`src/rtl/adc_sample_capture.sv`:
```
// -----------------------------------------------------------------------------
// adc_sample_capture
//   Receive end of the 4-bit ADC interface. The raw code (d3..d0) is
//   registered every clock, blocks of 2^AVG_LOG2 enabled samples are summed
//   and truncated to an average, and the averages are queued in a small
//   first-word-fall-through FIFO with a valid/ready output.
//
// Optional feature (macro ADC_CAPTURE_MINMAX_EN):
//   When defined, code_min/code_max track the smallest/largest raw code seen
//   on enabled edges since reset or clear. When undefined, both ports are
//   tied to zero and no tracking logic exists.
//
// Ports:
//   clk        system clock, rising edge
//   rst        asynchronous active-high reset
//   en         capture enable (low discards any partial block)
//   clear      synchronous flush: FIFO, accumulator, overflow, min/max
//   adc_code   raw ADC code, bit i = d_i
//   out_valid  FIFO non-empty
//   out_ready  consumer accepts the head word
//   out_data   head word (holds last popped value while empty)
//   level      FIFO occupancy
//   overflow   sticky flag: an average was dropped because the FIFO was full
//   code_min   minimum raw code captured (optional feature)
//   code_max   maximum raw code captured (optional feature)
// -----------------------------------------------------------------------------
module adc_sample_capture #(
  parameter int CODE_W   = 4,
  parameter int AVG_LOG2 = 2,
  parameter int DEPTH    = 4
) (
  input  logic                     clk,
  input  logic                     rst,
  input  logic                     en,
  input  logic                     clear,
  input  logic [CODE_W-1:0]        adc_code,
  output logic                     out_valid,
  input  logic                     out_ready,
  output logic [CODE_W-1:0]        out_data,
  output logic [$clog2(DEPTH):0]   level,
  output logic                     overflow,
  output logic [CODE_W-1:0]        code_min,
  output logic [CODE_W-1:0]        code_max
);

  localparam int ACC_W = CODE_W + AVG_LOG2;
  localparam int CNT_W = (AVG_LOG2 > 0) ? AVG_LOG2 : 1;
  localparam int AW    = $clog2(DEPTH);
  localparam int PW    = AW + 1;
  localparam logic [CNT_W-1:0] CNT_LAST = CNT_W'((1 << AVG_LOG2) - 1);

  logic [CODE_W-1:0] code_q;
  logic [ACC_W-1:0]  acc_q, acc_d, acc_sum;
  logic [CNT_W-1:0]  cnt_q, cnt_d;
  logic [PW-1:0]     wr_ptr_q, wr_ptr_d, rd_ptr_q, rd_ptr_d;
  logic              overflow_q, overflow_d;
  logic [CODE_W-1:0] last_q, last_d;
  logic [CODE_W-1:0] mem_q [DEPTH];
  logic [CODE_W-1:0] avg;
  logic              push, pop, full, wr_en;

  // Sum including the current sample; the final sum of a block never exceeds
  // 2^AVG_LOG2 * (2^CODE_W - 1), so ACC_W bits cannot overflow.
  assign acc_sum = acc_q + ACC_W'(code_q);
  assign avg     = acc_sum[ACC_W-1:AVG_LOG2];

  // Pointers carry one extra wrap bit so full and empty are distinguishable.
  assign level     = wr_ptr_q - rd_ptr_q;
  assign out_valid = (level != '0);
  assign full      = (level == PW'(DEPTH));
  assign push      = en && !clear && (cnt_q == CNT_LAST);
  assign pop       = out_valid && out_ready && !clear;
  // A full FIFO still accepts a push when the head leaves in the same cycle.
  assign wr_en     = push && (!full || pop);

  assign out_data  = out_valid ? mem_q[rd_ptr_q[AW-1:0]] : last_q;
  assign overflow  = overflow_q;

  always_comb begin
    acc_d      = acc_q;
    cnt_d      = cnt_q;
    wr_ptr_d   = wr_ptr_q;
    rd_ptr_d   = rd_ptr_q;
    overflow_d = overflow_q;
    last_d     = last_q;
    if (clear) begin
      acc_d      = '0;
      cnt_d      = '0;
      wr_ptr_d   = '0;
      rd_ptr_d   = '0;
      overflow_d = 1'b0;
      last_d     = '0;
    end else begin
      if (!en || (cnt_q == CNT_LAST)) begin
        acc_d = '0;
        cnt_d = '0;
      end else begin
        acc_d = acc_sum;
        cnt_d = cnt_q + CNT_W'(1);
      end
      if (wr_en) wr_ptr_d = wr_ptr_q + PW'(1);
      if (push && !wr_en) overflow_d = 1'b1;
      if (pop) begin
        rd_ptr_d = rd_ptr_q + PW'(1);
        last_d   = mem_q[rd_ptr_q[AW-1:0]];
      end
    end
  end

  always_ff @(posedge clk or posedge rst) begin
    if (rst) begin
      code_q     <= '0;
      acc_q      <= '0;
      cnt_q      <= '0;
      wr_ptr_q   <= '0;
      rd_ptr_q   <= '0;
      overflow_q <= 1'b0;
      last_q     <= '0;
    end else begin
      code_q     <= adc_code;
      acc_q      <= acc_d;
      cnt_q      <= cnt_d;
      wr_ptr_q   <= wr_ptr_d;
      rd_ptr_q   <= rd_ptr_d;
      overflow_q <= overflow_d;
      last_q     <= last_d;
    end
  end

  // Storage is only read while occupied, so it needs no reset.
  always_ff @(posedge clk) begin
    if (wr_en) mem_q[wr_ptr_q[AW-1:0]] <= avg;
  end

`ifdef ADC_CAPTURE_MINMAX_EN
  logic [CODE_W-1:0] code_min_q, code_min_d, code_max_q, code_max_d;

  always_comb begin
    code_min_d = code_min_q;
    code_max_d = code_max_q;
    if (clear) begin
      code_min_d = '1;
      code_max_d = '0;
    end else if (en) begin
      if (code_q < code_min_q) code_min_d = code_q;
      if (code_q > code_max_q) code_max_d = code_q;
    end
  end

  always_ff @(posedge clk or posedge rst) begin
    if (rst) begin
      code_min_q <= '1;
      code_max_q <= '0;
    end else begin
      code_min_q <= code_min_d;
      code_max_q <= code_max_d;
    end
  end

  assign code_min = code_min_q;
  assign code_max = code_max_q;
`else
  assign code_min = '0;
  assign code_max = '0;
`endif

endmodule
```
`config.mk`:
```
export PLATFORM = sky130hd
export DESIGN_NAME = adc_sample_capture
export DESIGN_NICKNAME = d
export VERILOG_FILES = /design/src/rtl/adc_sample_capture.sv
export SDC_FILE = /design/constraint.sdc
export NUM_CORES = 1
export LEC_CHECK = 0
export ABC_AREA = 1
export CAP_MARGIN = 20
export CORE_ASPECT_RATIO = 0.5
export CORE_MARGIN = 2
export CORE_UTILIZATION = 25
export CTS_BUF_LIST = sky130_fd_sc_hd__clkbuf_4
export CTS_CLUSTER_DIAMETER = 60
export DETAILED_ROUTE_END_ITERATION = 10
export HOLD_SLACK_MARGIN = 0.05
export PLACE_DENSITY = 0.5
export SLEW_MARGIN = 10
export SYNTH_ARGS = -nofsm -noshare
export SYNTH_HDL_FRONTEND = slang
export SYNTH_SLANG_ARGS = --single-unit
```
`constraint.sdc`:
```
create_clock -name clk -period 2.28 [get_ports clk]
set_input_delay 0.57 -clock clk [delete_from_list [all_inputs] [get_ports clk]]
set_output_delay 0.57 -clock clk [all_outputs]
set_load 0.02 [all_outputs]
```
==> flow_summary.ini <==
[timing]
clock_skew_ns = 0.0112
finalCritPeriodShare_pct = 117
finalWorstSetupSlack_ns = -0.392
clock.fmax_mhz = 374
finalSetupTns_ns = -2.17
finalSetupViolCount = 6
finalHoldViolations = 0
slew_violations = 0
fin_crit_ns = 2.67
rsz0062_at_grt = true

[logic_synthesis]
synth_cells = 201
yosys_warnings = 0
avgSynthCellArea_um2 = 10.1
syn-cell-area_um2 = 2030
async_flop_share_pct = 59.0
post_synth_num_cell_types = 27
ys.flop_type = dfrtp_1
synth_edf_count = 16
synth-seq-cells = 39
yosysSeqAreaShare_pct = 52.1

[critical_path]
end_kind = output port
ff2ff_path_depth = 10
r2r-start = wr_ptr_q[0]
startpoint_type = flip-flop
r2r_end = mem_q[2][2]
crit_top_cell = inv_2
critPathLaunch = wr_ptr_q[0]
cp.arrival_ns = 2.10
critical_path.max_fanout = 4
setup.worst_path.class = flip-flop to output port
worst-path-stages = 9
required_ns = 1.71
cp_top_family = adder cells
cp_cell_sequence = inv_2 -> ha_4 -> fa_1 -> nand2_1 -> inv_2 -> buf_12 -> nand3_4 -> o21ai_4 -> buf_6
worst_path_max_delay_cell = fa_1
max_stage_delay_ns = 0.50
critical_path.endpoint = out_data[0]
rrSetupSlack_ns = 0.10
cp.buffers_inverters = 4

[run]
maxCapViolCount = 0

[route]
vias_per_cell = 4.00
drtIter0Drc = 81
drtAntennaViolNets = 0
first_pass_iters = 4
totalWireLength_um = 3920
num_vias = 1439
wl_per_cell_um = 10.9
drc_errors = 0

[pwr]
power.density_nw_per_um2 = 908
ir_worst_vdd_uv = 352
leakagePower_nw = 1.26

[global_routing]
grt_pass1_wl_um = 6330
grt_overflow_total = 0
grt_max_degree = 24
grt_use_total_pct = 9.30
antenna_found_initial = 0
grt_pass1_vias = 1360

[floorplan]
core_area_um2 = 7940
pin_count = 26
start_util_pct = 25.5
die_w_um = 131
dieArea_um2 = 8880
rows = 23
die_h_um = 67.7

[finish]
mostFrequentLayoutCells = inv_1 (31), buf_4 (24), dfrtp_1 (23)
drive_above_1_share_pct = 26.6
area_growth_syn_to_layout_pct = 31.9
fin_nets = 269
n_fill_cell = 807
fin_area_um2 = 2670
layout_commonest_cell = inv_1
num_antenna_cells = 0
fin_util_pct = 33.6

[place]
hpwl_um = 2820
gp_congestion = 0.821
io_buffers = 17
postPlaceCellArea_um2 = 2470

[clock_tree]
clk_latency_ns = 0.34
clockBufferDepth = 2
path_clk_slew_ns = 0.12
clock-sinks = 39
root_buffer = clkbuf_4
cts_buffers = 5
cts_tree = done
htreeDepth = 2

[outcome]
status = finished with violations
violations = setup timing

[worst_hold_path]
hold_path_class = flip-flop to flip-flop
hold_depth = 1
min_from = cnt_q[0]
==> cells in the mapped netlist (all sizes together) (2+ instances only) <==
cell type / count / area, um^2
inv: 33 / 124
nand2: 27 / 131
dfrtp: 23 / 576
nor2: 21 / 78.8
nand3: 19 / 120
edfxtp: 16 / 480
o21ai: 16 / 95.1
buf: 12 / 86.3
ha: 11 / 138
nand4: 5 / 31.3
o22ai: 4 / 25.0
xnor2: 3 / 26.3
fa: 2 / 40.0
xor2: 2 / 17.5
==> kinds of logic (layout without fill, tap and decap cells) <==
group	after synthesis	after routing	synth area share, %
simple gates	73	74	18.2
fa+ha+maj	13	13	8.77
other cells	1	8	0.185
flops	39	39	52.1
buf+inv	46	85	10.6
compound gates	24	24	7.97
xor+xnor	5	5	2.16
==> metal layers <==
layer | GRT usage (%) | vias to the layer above | wire [um]
met1 | 11.1 | 671 | 1840
li1 | - | 735 | -
met5 | 0 | - | 0
met3 | 2.85 | 8 | 155
met4 | 4.48 | 0 | 75
met2 | 15.8 | 25 | 1850
==> worst min-delay path by stage <==
stage | end | slack (ns)
after detailed placement | cnt_q[0] | 0.43
final | cnt_q[0] | 0.45
after global routing | cnt_q[0] | 0.46
after CTS | cnt_q[0] | 0.45
after global placement | cnt_q[0] | 0.42
after floorplan | cnt_q[0] | 0.41
==> through the flow <==
step	total power, mW	hold WS (ns)	setup slack, ns	cells
2_1_floorplan	1.57	0.410	-0.0329	208
3_3_place_gp	1.87	0.420	-0.497	344
3_5_place_dp	1.88	0.430	-0.522	344
4_1_cts	2.41	0.446	-0.427	357
5_1_grt	2.59	0.458	-0.525	360
6_report	2.43	0.449	-0.392	360
==> cell type report <==
| class | instances | area (um^2) | share of cell area, % |
|---|---|---|---|
| flip-flops and latches | 39 | 1060 | 39.5 |
| clock buffers | 6 | 45.0 | 1.69 |
| well taps | 112 | 140 | 5.24 |
| multi-input cells | 124 | 903 | 33.8 |
| inverters | 34 | 128 | 4.78 |
| clock inverters | 2 | 7.51 | 0.281 |
| repair buffers | 43 | 393 | 14.7 |
==> sequential cells by signal, summed over array words and instances, names as in the netlist <==
register	cells
last_q	4
mem_q	16
code_q	4
wr_ptr_q	3
cnt_q	2
rd_ptr_q	3
overflow	1
acc_q	6
==> where the power goes <==
group / total, mW / switching (mW) / internal [mW]
registers: 0.803 / 0.0239 / 0.779
logic: 1.28 / 0.690 / 0.589
clock network: 0.344 / 0.218 / 0.126
total: 2.43 / 0.932 / 1.49
==> worst reg2reg max path, stage by stage (launching register included) <==
cell	delay, ns
dfrtp_1	0.38
inv_2	0.06
ha_4	0.15
fa_1	0.46
nand2_1	0.10
inv_2	0.07
buf_4	0.13
buf_4	0.13
o211ai_4	0.11
nand2_4	0.14
nor2_4	0.18
==> repair_timing <==
item / CTS / global route
pin swaps: 6 / 5
gates resized for setup: 43 / 12
hold buffers: 0 / 0
buffers inserted: 4 / 4
endpoints found under the setup margin: 8 / 27
gates cloned: 1 / 0
Power figures use the tool's default switching activity.
